$ cat src/rtl/fft_ram_pkg.sv
// fft_ram_pkg - shared types and default sizes for the FFT working memory.
//   fft_state_t : clear-sequencer states (INIT, RUN)
//   FFT_DATA_W  : default word width
//   FFT_ADDR_W  : default address width (depth = 2**FFT_ADDR_W)
package fft_ram_pkg;

    typedef enum logic {
        INIT = 1'b0,
        RUN  = 1'b1
    } fft_state_t;

    localparam int FFT_DATA_W = 16;
    localparam int FFT_ADDR_W = 5;

endpackage

$ cat src/rtl/fft_ram_dp_if.sv
// fft_ram_dp_if - access bus of the FFT dual-port working memory.
//   master : clr, req_x, wr_x, addr_x, data_x out; q_x, valid_x, ready, collision in
//   slave  : mirror of master (the memory side)
interface fft_ram_dp_if #(
    parameter int DATA_W = 16,
    parameter int ADDR_W = 5
);
    logic              clr;
    logic              req_a;
    logic              wr_a;
    logic [ADDR_W-1:0] addr_a;
    logic [DATA_W-1:0] data_a;
    logic              req_b;
    logic              wr_b;
    logic [ADDR_W-1:0] addr_b;
    logic [DATA_W-1:0] data_b;
    logic [DATA_W-1:0] q_a;
    logic [DATA_W-1:0] q_b;
    logic              valid_a;
    logic              valid_b;
    logic              ready;
    logic              collision;

    modport master (
        output clr, req_a, wr_a, addr_a, data_a, req_b, wr_b, addr_b, data_b,
        input  q_a, q_b, valid_a, valid_b, ready, collision
    );

    modport slave (
        input  clr, req_a, wr_a, addr_a, data_a, req_b, wr_b, addr_b, data_b,
        output q_a, q_b, valid_a, valid_b, ready, collision
    );
endinterface

$ cat src/rtl/fft_ram_init_ctrl.sv
// fft_ram_init_ctrl - clear sequencer for the FFT working memory.
//   clk, rst  : clock, async active-high reset
//   clr       : request to re-zero the array (honoured only in RUN)
//   ready     : array initialised, accesses may be accepted
//   clr_we    : clear write enable into the array
//   clr_addr  : word currently being cleared
//
//   state | meaning
//   INIT  | zeroing one word per cycle, accesses ignored
//   RUN   | array valid, accesses accepted
module fft_ram_init_ctrl
    import fft_ram_pkg::*;
#(
    parameter int ADDR_W = FFT_ADDR_W
) (
    input  logic              clk,
    input  logic              rst,
    input  logic              clr,
    output logic              ready,
    output logic              clr_we,
    output logic [ADDR_W-1:0] clr_addr
);

    fft_state_t        state, state_n;
    logic [ADDR_W-1:0] cnt, cnt_n;

    always_ff @(posedge clk or posedge rst) begin
        if (rst) begin
            state <= INIT;
            cnt   <= '0;
        end else begin
            state <= state_n;
            cnt   <= cnt_n;
        end
    end

    always_comb begin
        state_n = state;
        cnt_n   = cnt;
        case (state)
            INIT: begin
                cnt_n = cnt + 1'b1;
                if (cnt == '1) begin
                    state_n = RUN;
                end
            end
            RUN: begin
                if (clr) begin
                    state_n = INIT;
                    cnt_n   = '0;
                end
            end
            default: begin
                state_n = INIT;
                cnt_n   = '0;
            end
        endcase
    end

    assign ready    = (state == RUN);
    assign clr_we   = (state == INIT);
    assign clr_addr = cnt;

endmodule

$ cat src/rtl/fft_ram_dp.sv
// fft_ram_dp - parametrised dual-port working memory for the FFT datapath.
//   clk, rst : clock, async active-high reset
//   bus      : fft_ram_dp_if.slave (clr, two symmetric read/write ports,
//              q_x/valid_x results, ready, collision)
// Build option: define FFT_RAM_OUTREG_EN to add an output register stage
// (latency 2 instead of 1).
module fft_ram_dp
    import fft_ram_pkg::*;
#(
    parameter int DATA_W = FFT_DATA_W,
    parameter int ADDR_W = FFT_ADDR_W
) (
    input logic         clk,
    input logic         rst,
    fft_ram_dp_if.slave bus
);

    localparam int DEPTH = 2 ** ADDR_W;

    logic [DATA_W-1:0] mem [DEPTH];

    logic              ready;
    logic              clr_we;
    logic [ADDR_W-1:0] clr_addr;

    fft_ram_init_ctrl #(.ADDR_W(ADDR_W)) u_init_ctrl (
        .clk      (clk),
        .rst      (rst),
        .clr      (bus.clr),
        .ready    (ready),
        .clr_we   (clr_we),
        .clr_addr (clr_addr)
    );

    // A request arriving together with clr is dropped.
    logic acc_a, acc_b, wen_a, wen_b, coll;
    assign acc_a = ready & ~bus.clr & bus.req_a;
    assign acc_b = ready & ~bus.clr & bus.req_b;
    assign wen_a = acc_a & bus.wr_a;
    assign wen_b = acc_b & bus.wr_b;
    assign coll  = wen_a & wen_b & (bus.addr_a == bus.addr_b);

    // Port A is written last so it wins on a same-address double write.
    always_ff @(posedge clk) begin
        if (clr_we) begin
            mem[clr_addr] <= '0;
        end else begin
            if (wen_b) mem[bus.addr_b] <= bus.data_b;
            if (wen_a) mem[bus.addr_a] <= bus.data_a;
        end
    end

    // Reads see the pre-edge contents, giving read-old on cross-port hits.
    logic [DATA_W-1:0] rd_a, rd_b;
    assign rd_a = bus.wr_a ? bus.data_a : mem[bus.addr_a];
    assign rd_b = bus.wr_b ? (coll ? bus.data_a : bus.data_b) : mem[bus.addr_b];

    logic [DATA_W-1:0] q1_a, q1_b;
    logic              v1_a, v1_b, c1;

    always_ff @(posedge clk or posedge rst) begin
        if (rst) begin
            q1_a <= '0;
            q1_b <= '0;
            v1_a <= 1'b0;
            v1_b <= 1'b0;
            c1   <= 1'b0;
        end else begin
            if (acc_a) q1_a <= rd_a;
            if (acc_b) q1_b <= rd_b;
            v1_a <= acc_a;
            v1_b <= acc_b;
            c1   <= coll;
        end
    end

`ifdef FFT_RAM_OUTREG_EN
    logic [DATA_W-1:0] q2_a, q2_b;
    logic              v2_a, v2_b, c2;

    always_ff @(posedge clk or posedge rst) begin
        if (rst) begin
            q2_a <= '0;
            q2_b <= '0;
            v2_a <= 1'b0;
            v2_b <= 1'b0;
            c2   <= 1'b0;
        end else begin
            q2_a <= q1_a;
            q2_b <= q1_b;
            v2_a <= v1_a;
            v2_b <= v1_b;
            c2   <= c1;
        end
    end

    assign bus.q_a       = q2_a;
    assign bus.q_b       = q2_b;
    assign bus.valid_a   = v2_a;
    assign bus.valid_b   = v2_b;
    assign bus.collision = c2;
`else
    assign bus.q_a       = q1_a;
    assign bus.q_b       = q1_b;
    assign bus.valid_a   = v1_a;
    assign bus.valid_b   = v1_b;
    assign bus.collision = c1;
`endif

    assign bus.ready = ready;

endmodule

$ cat src/flat_wrapper.sv
// flat-port wrapper written by rule: the top's interface ports become plain ports
module fft_ram_dp_flat import fft_ram_pkg::*;
#(
    parameter int DATA_W = FFT_DATA_W,
    parameter int ADDR_W = FFT_ADDR_W
)
  (clk, rst, bus_clr, bus_req_a, bus_wr_a, bus_addr_a, bus_data_a, bus_req_b, bus_wr_b, bus_addr_b, bus_data_b, bus_q_a, bus_q_b, bus_valid_a, bus_valid_b, bus_ready, bus_collision);
  fft_ram_dp_if #(.DATA_W(DATA_W), .ADDR_W(ADDR_W)) bus_i ();
  input logic clk;
  input logic rst;
  input wire logic [$bits(bus_i.clr)-1:0] bus_clr;
  input wire logic [$bits(bus_i.req_a)-1:0] bus_req_a;
  input wire logic [$bits(bus_i.wr_a)-1:0] bus_wr_a;
  input wire logic [$bits(bus_i.addr_a)-1:0] bus_addr_a;
  input wire logic [$bits(bus_i.data_a)-1:0] bus_data_a;
  input wire logic [$bits(bus_i.req_b)-1:0] bus_req_b;
  input wire logic [$bits(bus_i.wr_b)-1:0] bus_wr_b;
  input wire logic [$bits(bus_i.addr_b)-1:0] bus_addr_b;
  input wire logic [$bits(bus_i.data_b)-1:0] bus_data_b;
  output wire logic [$bits(bus_i.q_a)-1:0] bus_q_a;
  output wire logic [$bits(bus_i.q_b)-1:0] bus_q_b;
  output wire logic [$bits(bus_i.valid_a)-1:0] bus_valid_a;
  output wire logic [$bits(bus_i.valid_b)-1:0] bus_valid_b;
  output wire logic [$bits(bus_i.ready)-1:0] bus_ready;
  output wire logic [$bits(bus_i.collision)-1:0] bus_collision;
  assign bus_i.clr = bus_clr;
  assign bus_i.req_a = bus_req_a;
  assign bus_i.wr_a = bus_wr_a;
  assign bus_i.addr_a = bus_addr_a;
  assign bus_i.data_a = bus_data_a;
  assign bus_i.req_b = bus_req_b;
  assign bus_i.wr_b = bus_wr_b;
  assign bus_i.addr_b = bus_addr_b;
  assign bus_i.data_b = bus_data_b;
  assign bus_q_a = bus_i.q_a;
  assign bus_q_b = bus_i.q_b;
  assign bus_valid_a = bus_i.valid_a;
  assign bus_valid_b = bus_i.valid_b;
  assign bus_ready = bus_i.ready;
  assign bus_collision = bus_i.collision;
  fft_ram_dp #(.DATA_W(DATA_W), .ADDR_W(ADDR_W)) u_core (.clk(clk), .rst(rst), .bus(bus_i));
endmodule
$ cat config.mk
export PLATFORM = sky130hd
export DESIGN_NAME = fft_ram_dp_flat
export DESIGN_NICKNAME = d
export VERILOG_FILES = /design/src/rtl/fft_ram_pkg.sv /design/src/rtl/fft_ram_dp_if.sv /design/src/rtl/fft_ram_init_ctrl.sv /design/src/rtl/fft_ram_dp.sv /design/src/flat_wrapper.sv
export SDC_FILE = /design/constraint.sdc
export NUM_CORES = 1
export LEC_CHECK = 0
export BUFFER_PORTS_ARGS = -buffer_cell sky130_fd_sc_hd__buf_2
export CELL_PAD_IN_SITES_DETAIL_PLACEMENT = 0
export CELL_PAD_IN_SITES_GLOBAL_PLACEMENT = 2
export CORE_MARGIN = 2
export CORE_UTILIZATION = 47
export DETAILED_ROUTE_END_ITERATION = 8
export PLACE_DENSITY_LB_ADDON = 0.1
export SYNTH_ARGS = -nofsm -noshare
export SYNTH_HDL_FRONTEND = slang
export SYNTH_SLANG_ARGS = --single-unit
$ cat constraint.sdc
create_clock -name clk -period 4.55 [get_ports clk]
set_input_delay 0.2275 -clock clk [delete_from_list [all_inputs] [get_ports clk]]
set_output_delay 0.2275 -clock clk [all_outputs]
set_load 0.02 [all_outputs]
**Word level (Yosys, flattened, before mapping)**

Memory sizes are Yosys's and may differ from the RTL's. A register that Yosys moved wholly into a read port is not among the register bits.
Index checks and enable logic that the tools add are counted.

- Register bits: 25
- RAM bits: 512
- Output and inout bits: 36
- Memories kept: 1

- Add/sub/neg operators: 1
- Equality and inequality tests: 3
- Mux-type cells: 17
- Bitwise gates (word level): 9
- Reductions and logical operators: 1

Memory list:

| memory | depth | width | read ports | clocked after Yosys merged registers in | wr ports | line | source |
|---|---|---|---|---|---|---|---|
| u_core.mem | 32 | 16 | 2 | 1 | 2 | fft_ram_dp.sv:20 | `logic [DATA_W-1:0] mem [DEPTH];` |

Operators with widths:

| kind | count |
|---|---|
| 2-to-1 mux 16 bit | 3 |
| OR reduction 16 bit | 1 |
| 2-to-1 mux 1 bit | 10 |
| 2-to-1 mux 5 bit | 2 |
| one-hot mux 5 bit (2 select lines) | 1 |
| bitwise AND 1 bit | 7 |
| adder 5 x 1 -> 5 bit, second input constant | 1 |
| == test 5 bit | 1 |
| == test 5 bit, second input constant | 1 |
| != test 2 bit, second input constant | 1 |
| inverter 1 bit | 2 |
| one-hot mux 1 bit (2 select lines) | 1 |

**Longest topological paths before layout**

Gate-level depths: netlist of the first run.

- Depth after elaboration: 9
- Gate-level depth with buffers: 9
- Gate-level depth less buffers: 7

**Cells and area by module**

From an unflattened synthesis of the first run, not the netlist that was laid out.

- Cells, all modules: 2,742
- Area, all modules: 31,824.3 µm²

By module, submodules not included:

| module | times used | cells an instance | area each (µm²) |
|---|---|---|---|
| fft_ram_dp | 1 | 2,719 | 31,534.0 |
| fft_ram_init_ctrl | 1 | 23 | 290.3 |

**Least setup slack after synthesis of the first run**

OpenSTA, ideal clock, no wires.

- Path kind: flip-flop to flip-flop
- Start: reg u_core.u_init_ctrl.state, in the netlist u_core.u_init_ctrl.ready
- End: mem u_core.mem[3][0] (enable)
- Setup time: 395 ps
- Arrival time: 2,597 ps
- Data required time: 4,155 ps
- Setup slack: 1,558 ps
- Cell stages (with the launch flop): 8
- Path buffers: 3
- Period minus slack after synthesis: 2,992 ps
- Cell sequence: dfrtp_1 and4b_1 buf_2 buf_1 buf_6 mux2i_1 nand2_1 o22ai_1

RTL lines:

| what | line | source |
|---|---|---|
| start, declared | fft_ram_init_ctrl.sv:24 | `fft_state_t state, state_n;` |
| start signal, assigned | fft_ram_init_ctrl.sv:32 | `state <= state_n;` |
| end, declared | fft_ram_dp.sv:20 |  |

==> impl_metrics.tcl, run 1 <==
set metrics [dict create \
    overflow 0 \
    async_reset_ff_frac 0.0741 \
    mostFrequentLayoutCell "nand2_1" \
    power_mw 14.9 \
    leakage_nw 11.8 \
    period_needed_ns 3.38 \
    netlist_area_um2 31500 \
    hold_violations 0 \
    htreeDepth 3 \
    peakVddDrop_mv 0.251 \
    die_y_um 263 \
    port_buffers 84 \
    ys_warn_count 0 \
    rows 94 \
    synth.distinct_cells 69 \
    layout-drive-gt1-share 0.220 \
    synthAdderAreaFrac 0.000793 \
    avgViaCountPerCell 6.84 \
    synth_top_family_by_area "multiplexers" \
    post-place-ws_ns 1.17 \
    fillers 5643 \
    syn_avg_cell_area_um2 11.6 \
    worstMarginPinSlew_ns 1.36 \
    slew_violations 0 \
    place_congestion 0.963 \
    max-cap-violations 0 \
    cts_root_buf "clkbuf_16" \
    wire_per_inst_um 36.0 \
    first_pass_iters 8 \
    start_kind "flop" \
    crit_required_ns 4.78 \
    synth_xor_area_frac 0.00194 \
    muxShareOfSynthArea 0.203 \
    ys.flop_type "edfxtp_1" \
    crit_type "flop to flop" \
    clk_latency_ns 0.64 \
    synth-seq-cells 553 \
    pin_count 85 \
    synth_edf_count 512 \
    timing.rr.start "u_core.u_init_ctrl.ready" \
    powerDensity_nw_per_um2 424 \
    fin_util 0.531 \
    postPlaceCellArea_um2 32900 \
    cts_tree "built" \
    dp.cells 3476 \
    core_um2 66100 \
    skew_ns 0.0305 \
    numCtsBuffers 67 \
    grt_first_pass_wirelength_um 180000 \
    tns_ns 0 \
    max_freq_ghz 0.296 \
    hp-start "bus_data_b[11]" \
    groute.usage.overall 0.372 \
    grt_pass1_vias 22900 \
    fin_ws_ns 1.17 \
    fin_area_um2 35100 \
    grt_max_degree 77 \
    outcome "complete, no violations" \
    antenna_left 0 \
    crit_path_end_kind "flop" \
    clock-sinks 553 \
    antenna_found_initial 8 \
    multi_input_area_um2 13900 \
    start_util 0.477 \
    cts_resized 0 \
    rsz0062_at_grt "no" \
    cp_max_fo 18 \
    critPathArrivalTime_ns 3.61 \
    nets 2738 \
    dpl.hpwl_um 83200 \
    synth-simple-area-share 0.0957 \
    antenna_cells 0 \
    drc 0 \
    critical_path.startpoint "u_core.u_init_ctrl.ready" \
    instances_no_fill 3600 \
    clock_path_buffers 3 \
    period_share 0.744 \
    drt_iter0_markers 3805 \
    synth_compound_gate_area_share 0.131 \
    regArea_um2 16400 \
    synth_nets 2773 \
    final_cell_mix "nand2_1 (613), o21ai_0 (531), edfxtp_1 (512)" \
    vias 24600 \
    finalSetupViolCount 0 \
    hold_slack_ns 0.0352 \
    die_w_um 263 \
    dieArea_um2 69200 \
    clkSlewWorstSetupHoldPaths_ns 0.06 \
    cts_setup_buffers 0 \
    wl_um 130000 \
    synthCells 2722 \
    syn_to_final_growth_pct 11.3 \
    slew_headroom 0.0942 \
    seq_area_frac_synth 0.520 \
    min_path_type "input port to flop" \
]
## Yosys cell counts, types with 3 or more instances
| library cell | n | share of area |
|---|---|---|
| or3_1 | 5 | 0.00099 |
| o22ai_1 | 74 | 0.015 |
| a2bb2oi_1 | 7 | 0.0019 |
| clkbuf_1 | 216 | 0.026 |
| a21oi_1 | 23 | 0.0036 |
| mux4_4 | 7 | 0.0056 |
| a221o_1 | 5 | 0.0016 |
| o32ai_1 | 5 | 0.0014 |
| xnor2_1 | 3 | 0.00083 |
| buf_6 | 8 | 0.0029 |
| nor2_1 | 45 | 0.0054 |
| a211oi_1 | 20 | 0.0048 |
| o221ai_1 | 5 | 0.0014 |
| buf_2 | 58 | 0.0092 |
| edfxtp_1 | 512 | 0.49 |
| nand3b_1 | 6 | 0.0014 |
| nand3_1 | 20 | 0.0032 |
| nor3_1 | 6 | 0.00095 |
| mux2_2 | 8 | 0.0029 |
| nand4_1 | 5 | 0.00099 |
| nor2b_1 | 4 | 0.00079 |
| and2_1 | 5 | 0.00099 |
| buf_1 | 14 | 0.0017 |
| buf_8 | 3 | 0.0014 |
| o21ai_0 | 531 | 0.084 |
| o21a_1 | 4 | 0.00095 |
| nand2b_1 | 7 | 0.0014 |
| nor4_1 | 4 | 0.00079 |
| dfrtp_1 | 41 | 0.033 |
| a221oi_1 | 7 | 0.0019 |
| nand2_1 | 613 | 0.073 |
| a31oi_1 | 3 | 0.00059 |
| xor2_1 | 4 | 0.0011 |
| mux2i_1 | 112 | 0.036 |
| o2111ai_1 | 11 | 0.0031 |
| a22o_1 | 5 | 0.0014 |
| buf_4 | 20 | 0.0048 |
| o21bai_1 | 4 | 0.00095 |
| a22oi_1 | 16 | 0.0038 |
| o211ai_1 | 8 | 0.0019 |
| mux4_2 | 206 | 0.15 |
| inv_1 | 9 | 0.0011 |
| mux4_1 | 14 | 0.012 |
| clkinv_1 | 5 | 0.00059 |
## cell families after synthesis
group / count (synthesis)
adder cells (fa/ha/maj): 2
XOR/XNOR: 7
AO/OA/AOI/OAI: 738
AND/OR/NAND/NOR: 740
multiplexers: 347
buffers and inverters: 335
flip-flops: 553
## sequential cells by signal, indices dropped and copies added, names as in the netlist
signal	flops
u_core.bus.valid_b	1
u_core.bus.collision	1
u_core.u_init_ctrl.clr_addr	5
u_core.bus.q_b	16
u_core.mem	512
u_core.bus.q_a	16
u_core.u_init_ctrl.ready	1
u_core.bus.valid_a	1
## path summary, 6_finish.rpt
path | end | slack, ns | cells after the start
worst max-delay path | u_core.mem[9][9] | 1.17 | 7
worst min-delay path | u_core.bus.q_b[11] | 0.04 | 3
worst max register to register | u_core.mem[9][9] | 1.17 | 7
worst min register to register | u_core.bus.q_b[2] | 0.51 | 2
max in group asynchronous | u_core.u_init_ctrl.clr_addr[4] | 3.40 | 3
min in group asynchronous | u_core.bus.collision | 0.44 | 3
## critical path: stages, from the launching register on
cell and delay (ns):
dfrtp_1 0.58, nand3b_1 0.12, buf_4 0.23, inv_1 0.15
nand2_1 0.14, o31ai_1 0.44, nand2_1 0.32, o21bai_2 1.00
## timing repair
item	CTS	global route
endpoints found under the setup margin	0	0
hold buffers	5	0
hold endpoints to repair	48	0
## per-layer routing
metal	share of wire	vias to the layer above	global-route usage	routed length, um
li1	-	10200	-	-
met1	0.38	12400	0.500	49200
met2	0.45	1725	0.565	58200
met3	0.12	290	0.0965	15200
met4	0.055	4	0.176	7120
met5	0.00022	-	0	29
## area by class of cell
| class | count | share of cell area |
|---|---|---|
| Timing Repair Buffer | 216 | 0.0428 |
| Clock inverter | 32 | 0.0113 |
| Tap cell | 864 | 0.0308 |
| Inverter | 15 | 0.00160 |
| Multi-Input combinational cell | 1834 | 0.396 |
| Clock buffer | 86 | 0.0501 |
| Sequential cell | 553 | 0.467 |
## report_power, final
part / leakage (nW) / switching (mW) / internal, mW
combinational: 5.45 / 1.88 / 0.978
sequential: 5.31 / 0.428 / 6.24
clock: 1.04 / 2.27 / 3.10
total: 11.8 / 4.57 / 10.3
No activity file was read; power rests on OpenSTA's default activity.
==> inputs of run 2 (changes only) <==
Settings changed: CORE_UTILIZATION 47 to 44.
Clock period 4.55 ns to 3.2 ns, I/O delays scaled along.
==> run 2 against run 1 <==
Net effect:
- clock power up 38%
- clock skew down 0.0090 ns
- clock-buffer cell count up 7
- first-iteration DRC count up 11%
- worst setup slack worse by 0.83 ns
- critical endpoint is now u_core.mem[8][2]
- largest power group unchanged
- die area up 6.7%
- maximum frequency up 18%
- cell count up 4.6%
- largest cell class unchanged
- utilization down 2.8 points
- register-to-register slack worse by 0.83 ns
- flip-flop and latch count unchanged
- final area up 2.0%
==> impl_metrics.tcl, run 2 (synthesis results as in run 1) <==
set metrics [dict create \
    outcome "complete, no violations" \
    antenna_cells 0 \
    skew_ns 0.0214 \
    start_util 0.443 \
    overflow 0 \
    antenna_left 0 \
    start_kind "flop" \
    dpl.hpwl_um 89700 \
    hold_violations 0 \
    grt_max_degree 72 \
    port_buffers 84 \
    die_w_um 272 \
    max-cap-violations 0 \
    rows 98 \
    vias 24900 \
    first_pass_iters 6 \
    dp.cells 3637 \
    top_register "u_core.mem" \
    fin_util 0.503 \
    rsz0062_at_grt "no" \
    die_y_um 272 \
    htreeDepth 3 \
    cts_resized 0 \
    place_congestion 0.971 \
    groute.usage.overall 0.361 \
    drc 0 \
    postPlaceCellArea_um2 33700 \
    worstMarginPinSlew_ns 1.13 \
    crit_required_ns 3.43 \
    period_share 0.895 \
    finalSetupViolCount 0 \
    tns_ns 0 \
    clk_latency_ns 0.62 \
    core_um2 71200 \
    numCtsBuffers 67 \
    cts_root_buf "clkbuf_16" \
    cts_hold_buffers 8 \
    peakVddDrop_mv 0.384 \
    grt_pass1_vias 23200 \
    crit_type "flop to flop" \
    slowest_delay_ns 0.86 \
    clkSlewWorstSetupHoldPaths_ns 0.06 \
    largest_reg_flops 512 \
    period_needed_ns 2.86 \
    drt_iter0_markers 4227 \
    powerDensity_nw_per_um2 589 \
    nets 2815 \
    min_path_type "input port to flop" \
    mostFrequentLayoutCell "nand2_1" \
    final_cell_mix "nand2_1 (613), o21ai_0 (531), edfxtp_1 (512)" \
    pin_count 85 \
    grt_first_pass_wirelength_um 186000 \
    dieArea_um2 73900 \
    avgViaCountPerCell 6.61 \
    max_freq_ghz 0.349 \
    wire_per_inst_um 35.2 \
    wl_um 133000 \
    cp_max_fo 16 \
    instances_no_fill 3766 \
    clock-sinks 553 \
    leakage_nw 12.2 \
    antenna_found_initial 8 \
    cts_setup_buffers 0 \
    clock_path_buffers 3 \
    power_mw 21.1 \
    crit_slowest_cell "o21bai_2" \
    slew_headroom 0.245 \
    cts_tree "built" \
    syn_to_final_growth_pct 13.6 \
    slew_violations 0 \
    crit_buf_inv 0 \
    layout-drive-gt1-share 0.238 \
    fin_area_um2 35800 \
    critPathArrivalTime_ns 3.09 \
    path_cells "and4b_1 > or3_1 > o31ai_1 > nand2_1 > o21bai_2" \
    critPathTopFamily "simple AND/OR/NAND/NOR gates" \
    crit_path_end_kind "flop" \
]
==> run 2: cell types whose count changed in the layout (fill, tap and decap cells not counted), sizes merged <==
cell / before / now
bufinv: 6 / 4
clkinvlp: 2 / 0
clkinv: 28 / 24
dlygate4sd3: 5 / 8
clkbuf: 87 / 93
inv: 11 / 15
buf: 210 / 285
==> run 2: tightest hold or removal path: cells and delay by family <==
kind | cells | cell delay [ns]
buffers and inverters | 1 | 0.29
AO/OA/AOI/OAI | 2 | 0.26
==> run 2: per-stage QoR <==
stage	hold slack, ns	worst slack (ns)
final	0.168	0.336
after detailed placement	0.456	0.332
after global placement	0.445	0.369
after CTS	0.147	0.322
after global routing	0.159	0.184
after floorplan	0.249	0.208
==> run 2: where the power goes <==
group / total (mW) / switching, mW / internal [mW]
registers: 9.46 / 0.600 / 8.86
logic: 4.24 / 2.73 / 1.51
clock network: 7.41 / 3.13 / 4.28
total: 21.1 / 6.46 / 14.7
==> run 2: worst paths after layout <==
kind                                     startpoint            endpoint  slack (ns)  cells past startpoint
setup / recovery           u_core.u_init_ctrl.ready    u_core.mem[8][2]        0.34                      5
hold / removal                        bus_addr_a[4]  u_core.bus.q_a[10]        0.17                      3
setup reg to reg           u_core.u_init_ctrl.ready    u_core.mem[8][2]        0.34                      5
hold reg to reg                  u_core.bus.q_b[15]  u_core.bus.q_b[15]        0.51                      2
max in group asynchronous                       rst   u_core.bus.q_a[9]        2.19                      3
min in group asynchronous                       rst   u_core.bus.q_b[9]        0.36                      3
==> run 2: layout make-up <==
type	count	area, um^2
clock buffers	93	1810
repair buffers	293	2200
well taps	950	1190
flip-flops and latches	553	16400
inverters	15	56.3
clock inverters	28	260
fillers	6283	35400
multi-input cells	1834	13900
==> run 2: routing by layer <==
layer / up-vias / wire [um] / global-route usage / part of all wire
li1: 10400 / - / - / -
met1: 12600 / 52400 / 0.504 / 0.39
met2: 1676 / 59100 / 0.545 / 0.45
met3: 247 / 14900 / 0.0829 / 0.11
met4: 2 / 6320 / 0.146 / 0.048
met5: - / 12 / 0 / 0.000090
